**config.mk**
```make
export PLATFORM = sky130hd
export DESIGN_NAME = rotate_right_iter
export DESIGN_NICKNAME = d
export VERILOG_FILES = /design/src/rtl/rotate_right_iter.sv
export SDC_FILE = /design/constraint.sdc
export NUM_CORES = 1
export LEC_CHECK = 0
export ABC_AREA = 1
export BUFFER_PORTS_ARGS = -buffer_cell sky130_fd_sc_hd__buf_2
export CAP_MARGIN = 10
export CELL_PAD_IN_SITES_DETAIL_PLACEMENT = 0
export CELL_PAD_IN_SITES_GLOBAL_PLACEMENT = 1
export CORE_ASPECT_RATIO = 2
export CORE_MARGIN = 2
export CORE_UTILIZATION = 39
export DETAILED_ROUTE_END_ITERATION = 10
export PLACE_DENSITY_LB_ADDON = 0.1
export SYNTH_ARGS = -nofsm -noshare
export SYNTH_HDL_FRONTEND = slang
export SYNTH_SLANG_ARGS = --single-unit
```
**constraint.sdc**
```tcl
create_clock -name clk -period 3 [get_ports clk]
set_clock_uncertainty 0.1 [all_clocks]
set_input_delay 0.6 -clock clk [delete_from_list [all_inputs] [get_ports clk]]
set_output_delay 0.6 -clock clk [all_outputs]
set_load 0.05 [all_outputs]
```
**src/rtl/rotate_right_iter.sv**
```systemverilog
// rotate_right_iter
//   Sequential, handshaked right-rotator. It rotates an M-element word of N-bit
//   elements right by a runtime amount. It undoes a static rotate-left:
//   rotate_right_iter(rotate_left(a, k), k) == a for any k in [0, M).
//   The rotation is built one power-of-two stage per cycle: stage j rotates by
//   (2^j) % M elements when bit j of the reduced amount is set. Latency is fixed
//   at AW cycles from the accept edge to out_valid.
//
// Ports
//   clk        in   1     clock, all state updates on the rising edge
//   reset      in   1     asynchronous, active-high reset
//   in_valid   in   1     producer offers a and amt
//   in_ready   out  1     block can accept a transaction (IDLE, not in reset)
//   a          in   N*M   input word, element i = a[N*i +: N]
//   amt        in   AW    right-rotate amount in elements (reduced mod M)
//   out_valid  out  1     y holds a completed result
//   out_ready  in   1     consumer accepts y
//   y          out  N*M   rotated word (registered)
//   busy       out  1     high while a transaction is in BUSY or DONE
module rotate_right_iter #(
    parameter int M = 4,
    parameter int N = 8,
    localparam int AW = (M > 1) ? $clog2(M) : 1
) (
    input  logic           clk,
    input  logic           reset,
    input  logic           in_valid,
    output logic           in_ready,
    input  logic [N*M-1:0] a,
    input  logic [AW-1:0]  amt,
    output logic           out_valid,
    input  logic           out_ready,
    output logic [N*M-1:0] y,
    output logic           busy
);

    typedef enum logic [1:0] {
        ST_IDLE = 2'd0,
        ST_BUSY = 2'd1,
        ST_DONE = 2'd2
    } state_t;

    state_t         state_r;
    state_t         state_nx_s;
    logic [N*M-1:0] work_r;
    logic [N*M-1:0] work_nx_s;
    logic [AW-1:0]  s_r;
    logic [AW-1:0]  s_nx_s;
    logic [AW-1:0]  step_r;
    logic [AW-1:0]  step_nx_s;
    logic [N*M-1:0] y_r;
    logic [N*M-1:0] y_nx_s;
    logic           out_valid_r;
    logic           out_valid_nx_s;
    logic           busy_r;
    logic           busy_nx_s;

    logic [AW-1:0]  amt_mod_s;
    logic [N*M-1:0] stage_rot_s [AW];
    logic [N*M-1:0] sel_rot_s;
    logic           step_bit_s;
    logic [N*M-1:0] step_res_s;
    logic           last_step_s;

    // Amounts >= M can only occur when M is not a power of two; fold them here.
    always_comb begin
        amt_mod_s = AW'(32'(amt) % 32'(M));
    end

    // Each stage is a fixed element permutation of the work register, so the
    // rotate amount (2^j) % M is a constant per stage and needs no shifter.
    for (genvar j = 0; j < AW; j++) begin : g_stage
        for (genvar i = 0; i < M; i++) begin : g_elem
            assign stage_rot_s[j][N*i +: N] = work_r[N*((i + ((2 ** j) % M)) % M) +: N];
        end
    end

    // Pick the permutation and amount bit belonging to the current step.
    always_comb begin
        sel_rot_s  = '0;
        step_bit_s = 1'b0;
        for (int j = 0; j < AW; j++) begin
            sel_rot_s  = sel_rot_s  | ({(N*M){step_r == AW'(j)}} & stage_rot_s[j]);
            step_bit_s = step_bit_s | ((step_r == AW'(j)) & s_r[j]);
        end
        step_res_s  = step_bit_s ? sel_rot_s : work_r;
        last_step_s = (step_r == AW'(AW - 1));
    end

    // Next-state and next-register logic of the IDLE/BUSY/DONE handshake FSM.
    always_comb begin
        state_nx_s     = state_r;
        work_nx_s      = work_r;
        s_nx_s         = s_r;
        step_nx_s      = step_r;
        y_nx_s         = y_r;
        out_valid_nx_s = out_valid_r;
        busy_nx_s      = busy_r;
        case (state_r)
            ST_IDLE: begin
                if (in_valid) begin
                    work_nx_s  = a;
                    s_nx_s     = amt_mod_s;
                    step_nx_s  = '0;
                    busy_nx_s  = 1'b1;
                    state_nx_s = ST_BUSY;
                end else begin
                    state_nx_s = ST_IDLE;
                end
            end
            ST_BUSY: begin
                work_nx_s = step_res_s;
                step_nx_s = step_r + AW'(1);
                if (last_step_s) begin
                    y_nx_s         = step_res_s;
                    out_valid_nx_s = 1'b1;
                    state_nx_s     = ST_DONE;
                end else begin
                    state_nx_s = ST_BUSY;
                end
            end
            ST_DONE: begin
                if (out_ready) begin
                    out_valid_nx_s = 1'b0;
                    busy_nx_s      = 1'b0;
                    state_nx_s     = ST_IDLE;
                end else begin
                    state_nx_s = ST_DONE;
                end
            end
            default: begin
                out_valid_nx_s = 1'b0;
                busy_nx_s      = 1'b0;
                state_nx_s     = ST_IDLE;
            end
        endcase
    end

    // State and datapath registers; reset drops any in-flight transaction.
    always_ff @(posedge clk or posedge reset) begin
        if (reset) begin
            state_r     <= ST_IDLE;
            work_r      <= '0;
            s_r         <= '0;
            step_r      <= '0;
            y_r         <= '0;
            out_valid_r <= 1'b0;
            busy_r      <= 1'b0;
        end else begin
            state_r     <= state_nx_s;
            work_r      <= work_nx_s;
            s_r         <= s_nx_s;
            step_r      <= step_nx_s;
            y_r         <= y_nx_s;
            out_valid_r <= out_valid_nx_s;
            busy_r      <= busy_nx_s;
        end
    end

    // in_ready follows reset directly so it is low for the whole reset pulse.
    assign in_ready  = (state_r == ST_IDLE) && !reset;
    assign out_valid = out_valid_r;
    assign y         = y_r;
    assign busy      = busy_r;

endmodule
```
; Word level (Yosys, flattened, before mapping)
; Index checks and enable logic that the tools add are counted.
; Widths: inputs -> output; s select.
[classes]
eq_ne = 6
bitwise_logic = 8
addsub = 1
n_mux = 14
n_reduce_logical = 10
[op_table]
columns = cell, n
row1 = $and 32x32->32, 2
row2 = $mux 32, 2
row3 = $pmux 32 s2, 1
row4 = $or 32x32->32, 1
row5 = $mux 2, 3
row6 = $ne 2x2->1 const B, 3
row7 = $pmux 1 s3, 2
row8 = $pmux 2 s3, 1
row9 = $reduce_and 2->1, 3
row10 = $reduce_and 3->1, 2
row11 = $eq 2x1->1 const B, 2
row12 = $logic_not 2->1, 2
row13 = $mux 1, 4
row14 = $pmux 2 s2, 1
row15 = $add 2x1->2 const B, 1
row16 = $and 1x1->1, 2
row17 = $eq 2x2->1 const B, 1
row18 = $not 1->1, 2
row19 = $reduce_bool 2->1, 1
row20 = $logic_and 1x1->1, 1
row21 = $logic_not 1->1, 1
row22 = $or 1x1->1, 1
[word_totals]
register_bits = 72
in_bits = 38
out_inout_bits = 35
wordCells = 46

; Logic depth before layout (Yosys ltp)
; Gate-level depths: netlist of run 1.
[logic_depth]
word_depth = 5
mapped_depth = 10
ltp_nobuf = 8

; Least setup slack after synthesis of run 1
; No wires, ideal clock.
[synth_timing]
path_kind = register to output
startpoint = register state_r[0]
endpoint = output port in_ready
required_time_ns = 2.300
setup_slack_ns = 0.543
n_path_buf = 2
stages_incl_launch_ff = 4
t_arrival_ns = 1.757
cell_sequence = dfrtp_1 buf_4 buf_2 nor3_1
[synth_between]
elab_chain_len = 2
[synth_rtl]
columns = item, line
row1 = from (decl), 43  ; state_t state_r;
row2 = from (signal assigned), 150  ; state_r <= state_nx_s;
row3 = $logic_not 2->1, 161  ; assign in_ready = (state_r == ST_IDLE) && !reset;
row4 = $logic_and 1x1->1, 161
row5 = to (decl), 28  ; output logic in_ready,
; No other way between the ends.

; Worst setup path after layout of run 1
; Same ends and word-level chain as after synthesis.

==> flow_summary.rst, run 1 <==
.. list-table::
   :header-rows: 1

   * - Metric
     - Value
   * - Worst-case clock buffer depth
     - 2
   * - Max-slew violation count
     - 0
   * - Syn Inst Count
     - 581
   * - Fraction of layout instances using a drive strength above 1
     - 16.6%
   * - Final ANT Viol Nets
     - 0
   * - Maximum fanout count along the critical path
     - 5
   * - Clk slew on worst S/H paths
     - 0.06 ns
   * - Maximum number of pins on one net before global-route repair
     - 38
   * - GRT Overall Usage
     - 24.5%
   * - Final worst setup slack
     - 1.00 ns
   * - Pre-CTS setup slack
     - 0.997 ns
   * - Pin slew with the least headroom to its limit
     - 0.823 ns
   * - Status
     - completed
   * - Global-route wire length before repair
     - 20.0 mm
   * - Type of the worst setup path
     - reg2out
   * - Fin nets
     - 680
   * - RSZ-0062 raised after global routing
     - no
   * - Flop and latch count out of synthesis
     - 72
   * - Worst Hold Margin
     - 0.336 ns
   * - Mean area per synthesized cell
     - 6.79 um^2
   * - Post-detailed-route via-to-cell ratio
     - 4.90
   * - Startpoint class of the critical path
     - flop
   * - Area of the die
     - 11000 um^2
   * - Number of failing hold endpoints at the final stage
     - 0
   * - Leak pwr
     - 2.68 nW
   * - Non-Filler Cell Area, Final
     - 4670 um^2
   * - Number of port buffers
     - 72
   * - Number of unique standard cell types used by synthesis
     - 20
   * - Max VDD drop
     - 0.000477 V
   * - Library cell used as clock root buffer
     - clkbuf_16
   * - Data arrival time of the worst path
     - 1.30 ns
   * - Initial antenna violation count
     - 0
   * - Post-cts resize count
     - 0
   * - Average wire per cell in the routed design
     - 15.9 um
   * - Chip Height
     - 146 um
   * - Total gr overflow
     - 0
   * - Class of the tightest hold or removal check
     - in2async
   * - Slew margin rel.
     - 45.1%
   * - Clock period minus worst slack
     - 2.00 ns
   * - Total of hold buffers inserted after clock tree synthesis
     - 0
   * - Pwr per Cell Area
     - 1330 nW/um^2
   * - Area post-placement
     - 4360 um^2
   * - Length in cells of the worst reg-to-reg path
     - 8
   * - Net count of the mapped netlist
     - 621
   * - Total CTS buffers
     - 9
   * - Core box area
     - 9950 um^2
   * - Filler Cells Inserted
     - 1081
   * - Final setup TNS
     - 0 ns
   * - Sequential element share of the synthesized area
     - 45.7%
   * - DRC
     - 0
   * - Overall via count from detail_route
     - 3823
   * - Inserted Diodes
     - 0
   * - Post-synthesis to final-layout area growth
     - 18.5%
   * - Clock tree from TritonCTS
     - built
   * - Routability cong.
     - 0.766
   * - Number of rows in the core area
     - 52
   * - Cell area after synthesis
     - 3940 um^2
   * - Share of the cycle needed by the critical path after routing
     - 66.6%
   * - Number of design-rule violations left by the first detailed-router iteration
     - 215
   * - CP endpoint kind
     - output pin
   * - Iteration count of the initial detailed-routing pass
     - 4
   * - Final setup violation count
     - 0
   * - Number of violations of the max-capacitance limit
     - 0
   * - Synthesis warning total
     - 0
   * - Vias in the first global route
     - 3740
   * - Ports placed on the boundary
     - 73
   * - HPWL Detailed
     - 8.49 mm
   * - Count of buffers added by post-CTS timing repair for setup
     - 0
   * - Starting utilization of the core area
     - 39.6%
   * - Die width
     - 75.1 um
   * - H-tree depth
     - 3
   * - # clock sinks
     - 72
   * - Maximum operating frequency
     - 501 MHz
   * - Clock latency reported for the late side of the worst-skew pair
     - 0.33 ns
   * - Data required time of the critical path
     - 2.30 ns
   * - Overall routed net length
     - 12.4 mm
final cells by class:
cell class	instances	area, um^2	area share (%)
tap	135	169	3.62
multi-input combinational	464	1900	40.7
inverter	9	33.8	0.723
clock inverter	3	65.1	1.39
sequential	72	1800	38.6
timing repair buffer	84	450	9.64
clock buffer	13	250	5.36
routing by layer:
metal	vias up	track usage, %	share of wire, %
met1	1787	31.9	41
met3	25	3.24	3.3
met2	81	39.6	52
li1	1930	-	-
met4	0	10.8	3.7
met5	-	0	0
worst paths after layout:
path,startpoint,endpoint,slack [ns]
setup reg to reg,step_r[0]$_DFFE_PP0P_,y[0]$_DFFE_PP0P_,1.19
max in group asynchronous,reset,work_r[24]$_DFFE_PP0P_,1.66
hold reg to reg,y[20]$_DFFE_PP0P_,y[20]$_DFFE_PP0P_,0.37
min in group clk,amt[1],s_r[1]$_DFFE_PP0P_,0.37
hold / removal,reset,y[9]$_DFFE_PP0P_,0.34
setup / recovery,state_r[0]$_DFF_PP0_,in_ready,1.00
state kept, by name, indices dropped and copies added (netlist names):
register   flops
work_r        32
y             32
s_r            2
state_r        2
step_r         2
busy           1
out_valid      1
cell usage after synthesis (all sizes together):
cell	instances	area (um^2)
inv	9	33.8
nand4	8	50.1
clkbuf	1	3.75
nand3	66	330
o21ai	3	26.3
dfrtp	72	1800
buf	35	203
nor2	21	86.3
nand2	360	1360
ha	2	25.0
a21oi	2	10.0
a22o	1	8.76
nor3	1	5.00
cells in the final DEF (no fill, tap or decap):
cell type and instances:
nand2_1 357, dfrtp_1 72, buf_2 72, nand3_1 66, nor2_1 20, buf_4 12, clkbuf_16 9, nand4_1 8
inv_2 5, inv_1 4, nand2_2 3, clkbuf_1 3, a21oi_1 2, ha_1 2, bufinv_16 2, nor2_4 1
o21ai_4 1, nor3_1 1, o21ai_0 1, o21ai_1 1, a22o_1 1, clkbuf_8 1, clkinv_2 1
critical path: stages, from the launching register on:
cell and delay (ns):
dfrtp_1 0.47, nor3_1 0.20, buf_2 0.28
logic make-up (layout without fill, tap and decap cells):
| kind of cell | after synthesis | in the layout | share of synthesized area (%) |
|---|---|---|---|
| AND/OR/NAND/NOR | 456 | 456 | 46.4 |
| flip-flops | 72 | 72 | 45.7 |
| buffers and inverters | 45 | 109 | 6.09 |
| AO/OA/AOI/OAI | 6 | 6 | 1.14 |
| adder cells (fa/ha/maj) | 2 | 2 | 0.635 |
report_power, final:
part	leakage (nW)	internal, mW	switching, mW
Clock	0.154	0.751	0.412
Combinational	1.62	0.886	2.35
Sequential	0.911	1.40	0.398
Total	2.68	3.04	3.16
stage by stage:
stage                     instances  power, mW  util (%)
after global placement          764       5.08      43.8
after CTS                       780       6.26      46.9
final                           780       6.19      46.9
after detailed placement        764       5.08      43.8
after global routing            780       6.73      46.9
after floorplan                 581       4.23         -
(Power assumes the default switching activity.)
==> inputs of run 2 (changes only) <==
clock period = 2 ns   (was 3 ns; I/O delays follow)
==> run 2 against run 1 <==
Net effect: hold slack worse by 0.31 ns; critical path depth did not move; non-clock buffer count increased by 6; first-iteration DRC count grew 43%; power up 57%; worst setup slack worse by 0.76 ns; largest cell class unchanged; highest routed layer unchanged; cell count rose by 0.77%; register-to-register slack worse by 0.92 ns.
==> flow_summary.rst, run 2 (synthesis results as in run 1) <==
.. list-table::
   :header-rows: 1

   * - Metric
     - Value
   * - Status
     - completed (unchanged)
   * - Starting utilization of the core area
     - 39.6% (unchanged)
   * - Fraction of layout instances using a drive strength above 1
     - 17.8% (was 16.6%)
   * - Non-Filler Cell Area, Final
     - 4840 um^2 (was 4670 um^2)
   * - Post-synthesis to final-layout area growth
     - 22.8% (was 18.5%)
   * - Leading cell types in the layout, fill and taps excluded
     - nand2_1, dfrtp_1, buf_2, nand3_1, nor2_1 (unchanged)
   * - Initial antenna violation count
     - 0 (unchanged)
   * - Count of buffers added by post-CTS timing repair for setup
     - 0 (unchanged)
   * - Clock latency reported for the late side of the worst-skew pair
     - 0.34 ns (was 0.33 ns)
   * - Chip Height
     - 146 um (unchanged)
   * - Number of port buffers
     - 72 (unchanged)
   * - CP endpoint kind
     - output pin (unchanged)
   * - Routability cong.
     - 0.809 (was 0.766)
   * - Average wire per cell in the routed design
     - 15.6 um (was 15.9 um)
   * - Post-detailed-route via-to-cell ratio
     - 4.88 (was 4.90)
   * - Length of routed met2 wiring
     - 6.54 mm (was 6.40 mm)
   * - Maximum fanout count along the critical path
     - 5 (unchanged)
   * - GRT Overall Usage
     - 24.1% (was 24.5%)
   * - Die width
     - 75.1 um (unchanged)
   * - Slew margin rel.
     - 62.9% (was 45.1%)
   * - Iteration count of the initial detailed-routing pass
     - 4 (unchanged)
   * - DRC
     - 0 (unchanged)
   * - Library cell used as clock root buffer
     - clkbuf_16 (unchanged)
   * - Number of rows in the core area
     - 52 (unchanged)
   * - Startpoint class of the critical path
     - flop (unchanged)
   * - Maximum operating frequency
     - 568 MHz
   * - Number of violations of the max-capacitance limit
     - 0 (unchanged)
   * - Number of failing hold endpoints at the final stage
     - 0 (unchanged)
   * - Pin slew with the least headroom to its limit
     - 0.556 ns (was 0.823 ns)
   * - Share of the cycle needed by the critical path after routing
     - 88.0%
   * - Met3 wire length
     - 382 um (was 407 um)
   * - Global-route wire length before repair
     - 19.9 mm (was 20.0 mm)
   * - Max VDD drop
     - 0.00132 V (was 0.000477 V)
   * - Final ANT Viol Nets
     - 0 (unchanged)
   * - # clock sinks
     - 72 (unchanged)
   * - Number of design-rule violations left by the first detailed-router iteration
     - 307 (was 215)
   * - Maximum number of pins on one net before global-route repair
     - 46 (was 38)
   * - Footprint of the multi-input gates
     - 1910 um^2 (was 1900 um^2)
   * - Final setup violation count
     - 0 (unchanged)
   * - Post-cts resize count
     - 0 (unchanged)
   * - Filler Cells Inserted
     - 1059 (was 1081)
   * - H-tree depth
     - 3 (unchanged)
   * - Pwr per Cell Area
     - 2010 nW/um^2 (was 1330 nW/um^2)
   * - Total gr overflow
     - 0 (unchanged)
   * - Total of hold buffers inserted after clock tree synthesis
     - 0 (unchanged)
   * - Most frequent standard cell in the layout excluding fill and tap cells
     - nand2_1 (unchanged)
   * - HPWL Detailed
     - 8.57 mm (was 8.49 mm)
   * - Met1 Routed Length
     - 4.99 mm (was 5.13 mm)
   * - Launch point of the worst path
     - state_r[0]$_DFF_PP0_ (unchanged)
   * - Area of the die
     - 11000 um^2 (unchanged)
   * - Inserted Diodes
     - 0 (unchanged)
   * - Class of the tightest hold or removal check
     - in2async (unchanged)
   * - Clk slew on worst S/H paths
     - 0.06 ns (about the same)
   * - Max-slew violation count
     - 0 (unchanged)
   * - Fin nets
     - 686 (was 680)
   * - Worst-case clock buffer depth
     - 2 (unchanged)
   * - Clock period minus worst slack
     - 1.76 ns
   * - Overall via count from detail_route
     - 3833 (was 3823)
   * - Final setup TNS
     - 0 ns (unchanged)
   * - Overall routed net length
     - 12.2 mm (was 12.4 mm)
   * - Sequential cell area
     - 1800 um^2 (unchanged)
   * - Topmost layer with routed signal wires
     - met4 (unchanged)
   * - Reg2reg start
     - step_r[1]$_DFFE_PP0P_ (was step_r[0]$_DFFE_PP0P_)
   * - Clock tree from TritonCTS
     - built (unchanged)
   * - Total CTS buffers
     - 9 (unchanged)
   * - Length in cells of the worst reg-to-reg path
     - 9 (was 8)
   * - Data required time of the critical path
     - 1.50 ns (was 2.30 ns)
   * - Type of the worst setup path
     - reg2out (unchanged)
   * - Ports placed on the boundary
     - 73 (unchanged)
   * - Core box area
     - 9950 um^2 (unchanged)
   * - Leak pwr
     - 2.75 nW (was 2.68 nW)
   * - Vias in the first global route
     - 3926 (was 3740)
   * - RSZ-0062 raised after global routing
     - no (unchanged)
   * - Data arrival time of the worst path
     - 1.26 ns (was 1.30 ns)
   * - Area post-placement
     - 4470 um^2 (was 4360 um^2)
run 2: changes by cell type in the layout (fill, tap and decap cells not counted):
| cell | delta |
|---|---|
| buf_12 | +5 |
| buf_4 | +1 |
| bufinv_16 | +2 |
| clkbuf_1 | -2 |
| clkinv_2 | -1 |
| clkinvlp_4 | +2 |
| inv_2 | -1 |
| nor3_1 | -1 |
| nor3_2 | +1 |
run 2: path summary, 6_finish.rpt:
kind                                          to  slack (ns)
min                             y[4]$_DFFE_PP0P_        0.03
min reg2reg                    y[16]$_DFFE_PP0P_        0.37
min in group clk              s_r[0]$_DFFE_PP0P_        0.16
max reg2reg                     y[4]$_DFFE_PP0P_        0.27
max                                     in_ready        0.24
max in group asynchronous  work_r[3]$_DFFE_PP0P_        1.25
run 2: area by class of cell:
| type | count | share of cell area (%) |
|---|---|---|
| timing repair buffer | 90 | 11.5 |
| clock inverter | 5 | 2.64 |
| multi-input combinational | 464 | 39.4 |
| clock buffer | 11 | 5.01 |
| tap | 135 | 3.49 |
| inverter | 9 | 0.775 |
| sequential | 72 | 37.2 |
run 2: layer usage:
layer | track usage (%) | up-vias
li1 | - | 1943
met1 | 29.4 | 1780
met2 | 41.3 | 94
met3 | 2.69 | 16
met4 | 10.3 | 0
met5 | 0 | -
run 2: critical path: stages (launching register included):
cell and delay [ns]:
dfrtp_1 0.46, nor3_2 0.19, buf_2 0.27
run 2: metrics by stage:
stage | util [%] | setup slack (ns) | power [mW] | hold WS, ns | cells
after floorplan | - | 0.163 | 6.35 | 0.349 | 581
after global placement | 44.9 | 0.308 | 7.75 | 0.357 | 770
after detailed placement | 44.9 | 0.291 | 7.77 | 0.360 | 770
after CTS | 48.6 | 0.229 | 9.83 | 0.0445 | 786
after global routing | 48.6 | 0.132 | 10.5 | 0.0634 | 786
final | 48.6 | 0.239 | 9.71 | 0.0295 | 786
run 2: power breakdown:
group          internal (mW)  switching (mW)  total [mW]
clock                   1.38           0.633        2.01
sequential              2.10           0.583        2.68
combinational           1.49            3.53        5.02
==> inputs of run 3 (changes only) <==
CELL_PAD_IN_SITES_DETAIL_PLACEMENT = default   (was 0)
CELL_PAD_IN_SITES_GLOBAL_PLACEMENT = default   (was 1)
CORE_UTILIZATION = 40   (was 39)
PLACE_DENSITY_LB_ADDON = default   (was 0.1)
==> run 3 against run 2 <==
Net effect: combinational power down 3%; critical path depth increased by 1; via count rose by 1.9%; sequential power down 2%; critical path type unchanged; largest cell class unchanged.
==> flow_summary.rst, run 3 (synthesis results as in run 1) <==
.. list-table::
   :header-rows: 1

   * - Metric
     - Value
   * - Most frequent standard cell in the layout excluding fill and tap cells
     - nand2_1 (unchanged)
   * - Vias in the first global route
     - 3580 (was 3926)
   * - Routability cong.
     - 0.925 (was 0.809)
   * - Slew margin rel.
     - 58.7% (was 62.9%)
   * - Average wire per cell in the routed design
     - 13.9 um (was 15.6 um)
   * - Data arrival time of the worst path
     - 1.36 ns (was 1.26 ns)
   * - Worst-case clock buffer depth
     - 2 (unchanged)
   * - Total CTS buffers
     - 9 (unchanged)
   * - GRT Overall Usage
     - 21.9% (was 24.1%)
   * - Clock period minus worst slack
     - 1.86 ns (was 1.76 ns)
   * - Number of rows in the core area
     - 51 (was 52)
   * - Final setup violation count
     - 0 (unchanged)
   * - Iteration count of the initial detailed-routing pass
     - 5 (was 4)
   * - Library cell used as clock root buffer
     - clkbuf_16 (unchanged)
   * - RSZ-0062 raised after global routing
     - no (unchanged)
   * - Core box area
     - 9640 um^2 (was 9950 um^2)
   * - # clock sinks
     - 72 (unchanged)
   * - Leading cell types in the layout, fill and taps excluded
     - nand2_1, dfrtp_1, buf_2, nand3_1, nor2_1 (unchanged)
   * - DRC
     - 0 (unchanged)
   * - Status
     - completed (unchanged)
   * - Clock tree from TritonCTS
     - built (unchanged)
   * - Total gr overflow
     - 0 (unchanged)
   * - Data required time of the critical path
     - 1.50 ns (about the same)
   * - Number of design-rule violations left by the first detailed-router iteration
     - 323 (was 307)
   * - Type of the worst setup path
     - reg2out (unchanged)
   * - Number of violations of the max-capacitance limit
     - 0 (unchanged)
   * - Inserted Diodes
     - 0 (unchanged)
   * - Leak pwr
     - 2.72 nW (was 2.75 nW)
   * - Pwr per Cell Area
     - 1940 nW/um^2 (was 2010 nW/um^2)
   * - Final ANT Viol Nets
     - 0 (unchanged)
   * - Area of the die
     - 10700 um^2 (was 11000 um^2)
   * - Clk slew on worst S/H paths
     - 0.06 ns (about the same)
   * - Count of buffers added by post-CTS timing repair for setup
     - 0 (unchanged)
   * - Post-cts resize count
     - 0 (unchanged)
   * - H-tree depth
     - 3 (unchanged)
   * - HPWL Detailed
     - 7.58 mm (was 8.57 mm)
   * - Maximum number of pins on one net before global-route repair
     - 33 (was 46)
   * - Pin slew with the least headroom to its limit
     - 0.617 ns (was 0.556 ns)
   * - Share of the cycle needed by the critical path after routing
     - 92.9% (was 88.0%)
   * - Die width
     - 74.2 um (was 75.1 um)
   * - Max-slew violation count
     - 0 (unchanged)
   * - Startpoint class of the critical path
     - flop (unchanged)
   * - Overall via count from detail_route
     - 3905 (was 3833)
   * - Maximum fanout count along the critical path
     - 6 (was 5)
   * - Class of the tightest hold or removal check
     - in2async (unchanged)
   * - Filler Cells Inserted
     - 988 (was 1059)
   * - Global-route wire length before repair
     - 17.8 mm (was 19.9 mm)
   * - Worst Hold Margin
     - 0.0266 ns (was 0.0295 ns)
   * - Overall routed net length
     - 10.9 mm (was 12.2 mm)
   * - Total of hold buffers inserted after clock tree synthesis
     - 0 (unchanged)
   * - Clock latency reported for the late side of the worst-skew pair
     - 0.34 ns (about the same)
   * - Number of failing hold endpoints at the final stage
     - 0 (unchanged)
   * - Ports placed on the boundary
     - 73 (unchanged)
   * - Starting utilization of the core area
     - 40.9% (was 39.6%)
   * - Initial antenna violation count
     - 0 (unchanged)
   * - Final setup TNS
     - 0 ns (unchanged)
   * - Number of port buffers
     - 72 (unchanged)
   * - Chip Height
     - 144 um (was 146 um)
   * - Maximum operating frequency
     - 538 MHz (was 568 MHz)
   * - CP endpoint kind
     - output pin (unchanged)
   * - Post-detailed-route via-to-cell ratio
     - 4.99 (was 4.88)
   * - Fraction of layout instances using a drive strength above 1
     - 17.7% (was 17.8%)
   * - Fin nets
     - 685 (was 686)
   * - Max VDD drop
     - 0.00112 V (was 0.00132 V)
   * - Post-synthesis to final-layout area growth
     - 21.0% (was 22.8%)
==> run 3: cell types whose count changed in the layout (fill, tap and decap cells not counted), sizes merged <==
| cell | delta |
|---|---|
| clkinv | +1 |
| bufinv | -2 |
| buf | -1 |
| clkinvlp | +1 |
==> run 3: routing by layer <==
metal | vias up | track usage [%] | wire, um
li1 | 1940 | - | -
met1 | 1815 | 28.9 | 4590
met2 | 133 | 35.4 | 5490
met3 | 17 | 3.62 | 578
met4 | 0 | 8.13 | 214
met5 | - | 0 | 0
==> run 3: area by class of cell <==
type / instances / area (um^2) / share of cell area [%]
sequential: 72 / 1800 / 37.8
clock buffer: 11 / 243 / 5.09
inverter: 9 / 37.5 / 0.787
clock inverter: 5 / 80.1 / 1.68
timing repair buffer: 89 / 538 / 11.3
multi-input combinational: 464 / 1910 / 39.9
tap: 132 / 165 / 3.46
==> run 3: critical path, cell delays in order, from the launching register on <==
cell and delay (ns):
dfrtp_1 0.41, buf_4 0.18, nor3_2 0.16, buf_2 0.28
==> run 3: final timing paths <==
kind	start	to	slack [ns]	cells after the start
worst max-delay path	state_r[0]$_DFF_PP0_	in_ready	0.14	3
worst max register to register	step_r[1]$_DFFE_PP0P_	work_r[11]$_DFFE_PP0P_	0.24	8
worst min register to register	y[24]$_DFFE_PP0P_	y[24]$_DFFE_PP0P_	0.37	2
min in group clk	a[29]	work_r[29]$_DFFE_PP0P_	0.18	3
max in group asynchronous	reset	y[24]$_DFFE_PP0P_	1.26	3
worst min-delay path	reset	work_r[18]$_DFFE_PP0P_	0.03	2
==> run 3: through the flow <==
stage                     util, %  std cells  instance area (um^2)  setup slack (ns)  power, mW
after floorplan                 -        581                  3950             0.163       6.35
after global placement       46.2        766                  4450             0.333       7.44
after detailed placement     46.2        766                  4450             0.266       7.53
after CTS                    49.5        782                  4770             0.120       9.31
after global routing         49.5        782                  4770            0.0412       10.0
final                        49.5        782                  4770             0.142       9.24
==> run 3: report_power, final <==
group	internal [mW]	switching [mW]	leakage [nW]
clock	1.12	0.614	0.152
sequential	2.10	0.524	0.911
combinational	1.45	3.43	1.65
total	4.68	4.57	2.72
